$ cat src/rtl/scaled_view_addr_gen_if.sv
// Framebuffer read port plus the copier reload handshake of scaled_view_addr_gen.
// Handshake: reload_req is a one-cycle request pulse driven by the generator; the copier answers with
// reload_done (level or pulse) once the framebuffer holds the image for the new view. The read port has
// no backpressure: ram_q carries the data for the ram_rdaddr presented RD_LAT cycles earlier.
interface scaled_view_addr_gen_if #(
  parameter int ADDR_W = 19,
  parameter int PIX_W  = 8
);
  logic [ADDR_W-1:0] ram_rdaddr;
  logic [PIX_W-1:0]  ram_q;
  logic              reload_req;
  logic              reload_done;

  modport master (output ram_rdaddr, output reload_req, input ram_q, input reload_done);
  modport slave  (input ram_rdaddr, input reload_req, output ram_q, output reload_done);
endinterface

$ cat src/rtl/scaled_view_addr_gen.sv
// scaled_view_addr_gen: centres a 1x / zoomed-in / zoomed-out source image in the VGA raster and turns
// raster coordinates into framebuffer read addresses, returning colour RD_LAT+2 cycles after each
// coordinate. New configurations are applied only at frame start and are followed by a copier reload.
// Optional build macro SCALED_VIEW_BORDER_EN adds a one-pixel BORDER_COLOR frame around the view.
module scaled_view_addr_gen #(
  parameter int SRC_W    = 160,
  parameter int SRC_H    = 120,
  parameter int DISP_W   = 640,
  parameter int DISP_H   = 480,
  parameter int CRD_W    = 10,
  parameter int ADDR_W   = 19,
  parameter int PIX_W    = 8,
  parameter int MAX_LOG2 = 2,
  parameter int RD_LAT   = 1
`ifdef SCALED_VIEW_BORDER_EN
  ,
  parameter logic [PIX_W-1:0] BORDER_COLOR = PIX_W'(8'hFF)
`endif
) (
  input  logic                   clk,
  input  logic                   reset,
  input  logic [CRD_W-1:0]       next_x,
  input  logic [CRD_W-1:0]       next_y,
  input  logic [1:0]             mode,
  input  logic [1:0]             zoom_log2,
  scaled_view_addr_gen_if.master bus,
  output logic [1:0]             active_mode,
  output logic [1:0]             active_log2,
  output logic                   cfg_err,
  output logic                   busy,
  output logic [PIX_W-1:0]       color_out,
  output logic [1:0]             dbg_state
);

  // Internal geometry is carried at 16 bits so view sizes and offset sums never wrap.
  localparam int CW = 16;
  typedef logic [CW-1:0] crd_t;
  localparam crd_t SRC_WC  = crd_t'(SRC_W);
  localparam crd_t SRC_HC  = crd_t'(SRC_H);
  localparam crd_t DISP_WC = crd_t'(DISP_W);
  localparam crd_t DISP_HC = crd_t'(DISP_H);

  typedef enum logic [1:0] {
    S_DISPLAY = 2'd0,
    S_PEND    = 2'd1,
    S_RELOAD  = 2'd2,
    S_WAITF   = 2'd3
  } state_t;

  state_t            state, state_nx;
  logic              apply;
  logic              reload_req_r;
  logic [ADDR_W-1:0] rdaddr;
  crd_t              view_w, view_h, xoff, yoff;
  crd_t              x, y, dx, dy, cand_w, cand_h, req_w, req_h;
  logic [1:0]        req_mode, req_log2;
  logic              req_err, cfg_diff, frame_start, in_view;
  logic [ADDR_W-1:0] addr_calc;
  logic [RD_LAT:0]   iv_pipe;

  assign x           = crd_t'(next_x);
  assign y           = crd_t'(next_y);
  assign frame_start = (next_x == '0) && (next_y == '0);
  assign busy        = (state == S_RELOAD) || (state == S_WAITF);
  assign dbg_state   = state;
  assign bus.reload_req = reload_req_r;
  assign bus.ram_rdaddr = rdaddr;

  // Legalise the requested configuration; identity modes are normalised to mode 00 with k=0.
  always_comb begin
    cand_w   = SRC_WC;
    cand_h   = SRC_HC;
    req_mode = 2'b00;
    req_log2 = 2'b00;
    req_err  = 1'b0;
    req_w    = SRC_WC;
    req_h    = SRC_HC;
    if (mode == 2'b01) begin
      cand_w = SRC_WC << zoom_log2;
      cand_h = SRC_HC << zoom_log2;
    end else if (mode == 2'b10) begin
      cand_w = SRC_WC >> zoom_log2;
      cand_h = SRC_HC >> zoom_log2;
    end
    if ((zoom_log2 > 2'(MAX_LOG2)) || (cand_w > DISP_WC) || (cand_h > DISP_HC) ||
        (cand_w == '0) || (cand_h == '0)) begin
      req_err = 1'b1;
    end else if ((mode == 2'b01) || (mode == 2'b10)) begin
      req_mode = mode;
      req_log2 = zoom_log2;
      req_w    = cand_w;
      req_h    = cand_h;
    end
    cfg_diff = (req_mode != active_mode) || (req_log2 != active_log2) || (req_err != cfg_err);
  end

  // Next-state logic; apply marks the frame start at which the pending config becomes active.
  always_comb begin
    state_nx = state;
    apply    = 1'b0;
    case (state)
      S_DISPLAY: if (cfg_diff) state_nx = S_PEND;
      S_PEND: begin
        if (frame_start) begin
          if (cfg_diff) begin
            apply    = 1'b1;
            state_nx = S_RELOAD;
          end else begin
            state_nx = S_DISPLAY;
          end
        end else if (!cfg_diff) begin
          state_nx = S_DISPLAY;
        end
      end
      S_RELOAD: if (bus.reload_done) state_nx = S_WAITF;
      S_WAITF:  if (frame_start) state_nx = cfg_diff ? S_PEND : S_DISPLAY;
      default:  state_nx = S_DISPLAY;
    endcase
  end

  // FSM state register.
  always_ff @(posedge clk or posedge reset) begin
    if (reset) state <= S_DISPLAY;
    else       state <= state_nx;
  end

  // Displayed configuration and centring offsets; they only move when a config is applied.
  always_ff @(posedge clk or posedge reset) begin
    if (reset) begin
      active_mode  <= 2'b00;
      active_log2  <= 2'b00;
      cfg_err      <= 1'b0;
      view_w       <= SRC_WC;
      view_h       <= SRC_HC;
      xoff         <= (DISP_WC - SRC_WC) >> 1;
      yoff         <= (DISP_HC - SRC_HC) >> 1;
      reload_req_r <= 1'b0;
    end else begin
      reload_req_r <= apply;
      if (apply) begin
        active_mode <= req_mode;
        active_log2 <= req_log2;
        cfg_err     <= req_err;
        view_w      <= req_w;
        view_h      <= req_h;
        xoff        <= (DISP_WC - req_w) >> 1;
        yoff        <= (DISP_HC - req_h) >> 1;
      end
    end
  end

  // View membership and linear address of the current coordinate.
  always_comb begin
    dx        = x - xoff;
    dy        = y - yoff;
    in_view   = (x < DISP_WC) && (y < DISP_HC) &&
                (x >= xoff) && (x < xoff + view_w) && (y >= yoff) && (y < yoff + view_h);
    addr_calc = ADDR_W'(dy) * ADDR_W'(view_w) + ADDR_W'(dx);
  end

  // Address register plus the in_view delay line that lines up with ram_q.
  always_ff @(posedge clk or posedge reset) begin
    if (reset) begin
      rdaddr  <= '0;
      iv_pipe <= '0;
    end else begin
      rdaddr     <= in_view ? addr_calc : '0;
      iv_pipe[0] <= in_view;
      for (int i = 1; i <= RD_LAT; i++) iv_pipe[i] <= iv_pipe[i-1];
    end
  end

`ifdef SCALED_VIEW_BORDER_EN
  logic            on_border;
  logic [RD_LAT:0] bd_pipe;
  localparam crd_t ONE = crd_t'(1);

  // Ring one pixel outside the view, clipped to the visible display.
  always_comb begin
    on_border = !in_view && (x < DISP_WC) && (y < DISP_HC) &&
                (x + ONE >= xoff) && (x <= xoff + view_w) &&
                (y + ONE >= yoff) && (y <= yoff + view_h);
  end

  // Border flag delay line, same latency as image pixels.
  always_ff @(posedge clk or posedge reset) begin
    if (reset) begin
      bd_pipe <= '0;
    end else begin
      bd_pipe[0] <= on_border;
      for (int i = 1; i <= RD_LAT; i++) bd_pipe[i] <= bd_pipe[i-1];
    end
  end
`endif

  // Output colour: image pixel while displaying, border ring if built, otherwise black.
  always_ff @(posedge clk or posedge reset) begin
    if (reset) begin
      color_out <= '0;
    end else if (iv_pipe[RD_LAT] && !busy) begin
      color_out <= bus.ram_q;
`ifdef SCALED_VIEW_BORDER_EN
    end else if (bd_pipe[RD_LAT]) begin
      color_out <= BORDER_COLOR;
`endif
    end else begin
      color_out <= '0;
    end
  end

endmodule
$ cat src/flat_wrapper.sv
// flat-port wrapper written by rule: the top's interface ports become plain ports
module scaled_view_addr_gen_flat 
#(
  parameter int SRC_W    = 160,
  parameter int SRC_H    = 120,
  parameter int DISP_W   = 640,
  parameter int DISP_H   = 480,
  parameter int CRD_W    = 10,
  parameter int ADDR_W   = 19,
  parameter int PIX_W    = 8,
  parameter int MAX_LOG2 = 2,
  parameter int RD_LAT   = 1

)
  (clk, reset, next_x, next_y, mode, zoom_log2, active_mode, active_log2, cfg_err, busy, color_out, dbg_state, bus_ram_rdaddr, bus_reload_req, bus_ram_q, bus_reload_done);
  scaled_view_addr_gen_if #(.ADDR_W(ADDR_W), .PIX_W(PIX_W)) bus_i ();
  input  logic clk;
  input  logic reset;
  input  logic [CRD_W-1:0] next_x;
  input  logic [CRD_W-1:0] next_y;
  input  logic [1:0] mode;
  input  logic [1:0] zoom_log2;
  output logic [1:0] active_mode;
  output logic [1:0] active_log2;
  output logic cfg_err;
  output logic busy;
  output logic [PIX_W-1:0] color_out;
  output logic [1:0] dbg_state;
  output wire logic [$bits(bus_i.ram_rdaddr)-1:0] bus_ram_rdaddr;
  output wire logic [$bits(bus_i.reload_req)-1:0] bus_reload_req;
  input wire logic [$bits(bus_i.ram_q)-1:0] bus_ram_q;
  input wire logic [$bits(bus_i.reload_done)-1:0] bus_reload_done;
  assign bus_ram_rdaddr = bus_i.ram_rdaddr;
  assign bus_reload_req = bus_i.reload_req;
  assign bus_i.ram_q = bus_ram_q;
  assign bus_i.reload_done = bus_reload_done;
  scaled_view_addr_gen #(.SRC_W(SRC_W), .SRC_H(SRC_H), .DISP_W(DISP_W), .DISP_H(DISP_H), .CRD_W(CRD_W), .ADDR_W(ADDR_W), .PIX_W(PIX_W), .MAX_LOG2(MAX_LOG2), .RD_LAT(RD_LAT)) u_core (.clk(clk), .reset(reset), .next_x(next_x), .next_y(next_y), .mode(mode), .zoom_log2(zoom_log2), .bus(bus_i), .active_mode(active_mode), .active_log2(active_log2), .cfg_err(cfg_err), .busy(busy), .color_out(color_out), .dbg_state(dbg_state));
endmodule
$ cat config.mk
export PLATFORM = sky130hd
export DESIGN_NAME = scaled_view_addr_gen_flat
export DESIGN_NICKNAME = d
export VERILOG_FILES = /design/src/rtl/scaled_view_addr_gen_if.sv /design/src/rtl/scaled_view_addr_gen.sv /design/src/flat_wrapper.sv
export SDC_FILE = /design/constraint.sdc
export NUM_CORES = 1
export LEC_CHECK = 0
export CORE_ASPECT_RATIO = 1.75
export CORE_MARGIN = 2
export CORE_UTILIZATION = 31
export DETAILED_ROUTE_END_ITERATION = 10
export GPL_TIMING_DRIVEN = 0
export PLACE_DENSITY = 0.46
export SLEW_MARGIN = 10
export SYNTH_ARGS = -nofsm -noshare
export SYNTH_HDL_FRONTEND = slang
export SYNTH_SLANG_ARGS = --single-unit
$ cat constraint.sdc
create_clock -name clk -period 12.2 [get_ports clk]
set_input_delay 1.83 -clock clk [delete_from_list [all_inputs] [get_ports clk]]
set_output_delay 1.83 -clock clk [all_outputs]
set_load 0.01 [all_outputs]
==> out/qor.yml, run 1 <==
setup_path:
  start_kind: "input pin"
  crit_top_cell: "fa_1"
  critPathSlowestCell: "xor2_1"
  worst-setup-path-type: "input pin to flop"
  crit_required_ns: 12.45
  crit_arrival_ns: 9.72
  max_stage_delay_ns: 0.58
  crit_fanout: 7
  cp-end-kind: "flop"
power:
  pwr_density_cell_nw_per_um2: 112
  leakage_nw: 5.70
  power.internal_mw: 0.746
  p_comb_share_pct: 57.0
  p_sw_share_pct: 42.5
  p_clk_share_pct: 22.0
  p_switching_mw: 0.552
  peakVddDrop_mv: 0.0691
  seqPwrFrac_pct: 21.0
clock_network:
  tritoncts: "built"
  clockBufferDepth: 2
  post_cts_resized: 0
  cts_root_buf: "clkbuf_16"
  cts_buffers: 9
  clock_sinks: 82
  clk_pin_slew_ns: 0.07
  hold_buffers: 0
  cts_setup_buffers: 0
  cts_max_level: 3
  clock_latency_ns: 0.37
grt:
  antenna_found_initial: 0
  grt_pass1_vias: 8397
  overflow: 0
  grt_start_max_net_pins: 62
  grt_pass1_wl_um: 46100
  track_usage_pct: 18.0
timing:
  finalCriticalPeriod_ns: 9.47
  tns_ns: 0
  final_hold_viol_count: 0
  finalSetupViolCount: 0
  fin_crit_sh_pct: 77.6
  fin_ws_ns: 2.73
  drv_slew: 0
  rsz0062_at_grt: "false"
  whs_ns: 0.349
  tightest_slew_ns: 1.15
  skew_ns: 0.0171
  max_freq_ghz: 0.106
  slew_headroom_pct: 23.2
finish:
  drive_gt1_share_pct: 3.98
  final_common_cell: "inv_1"
  diodes: 0
  area_growth_pct: 15.2
  nNetsFinal: 1490
  final_cell_mix: "204 x inv_1, 144 x ha_1, 85 x fa_1, 82 x nor2_1, 78 x nand2_1"
floorplan:
  row_count: 87
  initial_core_util_pct: 31.3
  core_um2: 32100
  die_height_um: 242
  die_x_um: 140
  dieArea_um2: 33900
  boundaryPins: 71
min_path:
  hold_class: "flop to flop"
detailed_routing:
  vias: 7886
  vias_per_cell: 4.84
  drt_first_pass_iters: 6
  drt_iter0_drc: 272
  wl_per_cell_um: 18.1
  drt-total-wl_um: 29400
  ant_nets: 0
  route.detailed.drc: 0
placement:
  pre_cts_slack_ns: 2.24
  dp_hpwl_um: 25100
  gp_congestion: 0.910
  portBuffers: 70
synthesis:
  ys_seq_elements: 82
  yosysUniqueCellTypes: 71
  synth_edf_count: 0
  async_reset_ff_share_pct: 100
  synth_area_um2: 10000
  ys_seq_area_share_pct: 20.6
  synth-main-ff-cell: "dfrtp_1"
  syn_inst: 1143
  yosysWarnings: 0
  syn_avg_cell_area_um2: 8.79
outcome:
  status: "finished clean"
run:
  maxCapViolations: 0
[sequential cells by signal (all words and copies together), names as in the netlist, 2 cells and up, named ones only]
register and count:
u_core.view_h 10, u_core.bus.ram_rdaddr 19, u_core.active_log2 2, u_core.view_w 7
u_core.iv_pipe 2, u_core.active_mode 2, u_core.xoff 13, u_core.color_out 8
u_core.yoff 15
[layout make-up]
type / instances / area, um2
tap: 400 / 500
fill: 3372 / 20500
sequential: 82 / 2070
clock buffer: 11 / 233
buffer: 32 / 146
clock inverter: 5 / 56.3
timing repair buffer: 71 / 728
multi-input combinational: 824 / 7060
inverter: 206 / 776
[critical path: cells and delay by family]
kind                       cells  cell delay [ns]
xor gates and xnor gates       9             2.38
and+or+nand+nor                4             0.58
adders and majority gates      8             3.55
AOI/OAI and AO/OA              2             0.54
buffers and inverters          5             0.81
[metal layers]
metal	GRT usage [%]	wire length [um]	vias up
met5	0	0	-
met2	36.5	17100	84
li1	-	-	3897
met1	17.6	10500	3857
met4	9.36	1460	0
met3	1.66	395	48
[metrics by stage]
stage | cells | power, mW | area, um2 | utilization (%)
2_1_floorplan | 1144 | 0.853 | 10000 | -
3_3_place_gp | 1614 | 1.02 | 11300 | 35.0
3_5_place_dp | 1615 | 1.04 | 11300 | 35.1
4_1_cts | 1631 | 1.33 | 11600 | 36.0
5_1_grt | 1631 | 1.44 | 11600 | 36.0
6_report | 1631 | 1.30 | 11600 | 36.0
[logic make-up (layout without fill, tap and decap cells)]
family          after synthesis  after routing  synth area share (%)
other cells                   1              2                0.0373
flops                        82             82                  20.6
simple gates                349            349                  17.8
xor+xnor                     59             59                  5.55
compound gates              184            184                  11.9
buf+inv                     238            325                  9.15
fa+ha+maj                   229            229                  34.9
mux                           1              1                 0.112
[cell usage after synthesis, drive strengths merged (14+ instances only)]
cell type,number,area [um2]
dfstp,14,368
ha,144,1800
nor2b,19,121
xnor2,31,272
a21oi,51,270
nand2b,18,113
nand3,15,75.1
inv,206,773
nand2,78,293
nor3,20,100
xor2,25,219
nor2,83,314
a21o,15,113
clkbuf,26,97.6
fa,85,1700
o21ai,46,230
dfrtp,68,1700
and2,70,438
[power groups by stage]
stage                     Combinational, mW  Sequential (mW)  Clock, mW
final                                 0.740            0.273      0.285
after global placement                0.744            0.278          0
after CTS                             0.760            0.273      0.295
after floorplan                       0.575            0.278          0
after global routing                  0.867            0.273      0.301
after detailed placement              0.757            0.278          0
[path summary, 6_finish.rpt]
path / start / to / slack (ns) / cells past startpoint
min in group asynchronous: reset / u_core.bus.ram_rdaddr[12] / 1.78 / 2
worst max-delay path: next_y[0] / u_core.bus.ram_rdaddr[18] / 2.73 / 28
worst max register to register: u_core.yoff[4] / u_core.bus.ram_rdaddr[18] / 4.25 / 27
max in group asynchronous: reset / u_core.yoff[5] / 9.74 / 3
worst min-delay path: u_core.iv_pipe[0] / u_core.iv_pipe[1] / 0.35 / 0
worst min register to register: u_core.iv_pipe[0] / u_core.iv_pipe[1] / 0.35 / 0
No activity file was read; power rests on OpenSTA's default activity.
==> run 2, diff against run 1 <==
==> constraint.sdc (replaced) <==
create_clock -name clk -period 9.61 [get_ports clk]
set_input_delay 1.4415 -clock clk [delete_from_list [all_inputs] [get_ports clk]]
set_output_delay 1.4415 -clock clk [all_outputs]
set_load 0.01 [all_outputs]
==> results of run 2 <==
The final DEF is identical to that of run 1. Status: finished clean.
Among the figures that moved: setup slack after placement 2.24 ns -> 0.0358 ns; setup slack after layout 2.73 ns -> 0.533 ns; register-to-register setup slack 4.25 ns -> 1.66 ns; total power 1.30 mW -> 1.65 mW; worst IR drop on VDD 0.0691 mV -> 0.0877 mV
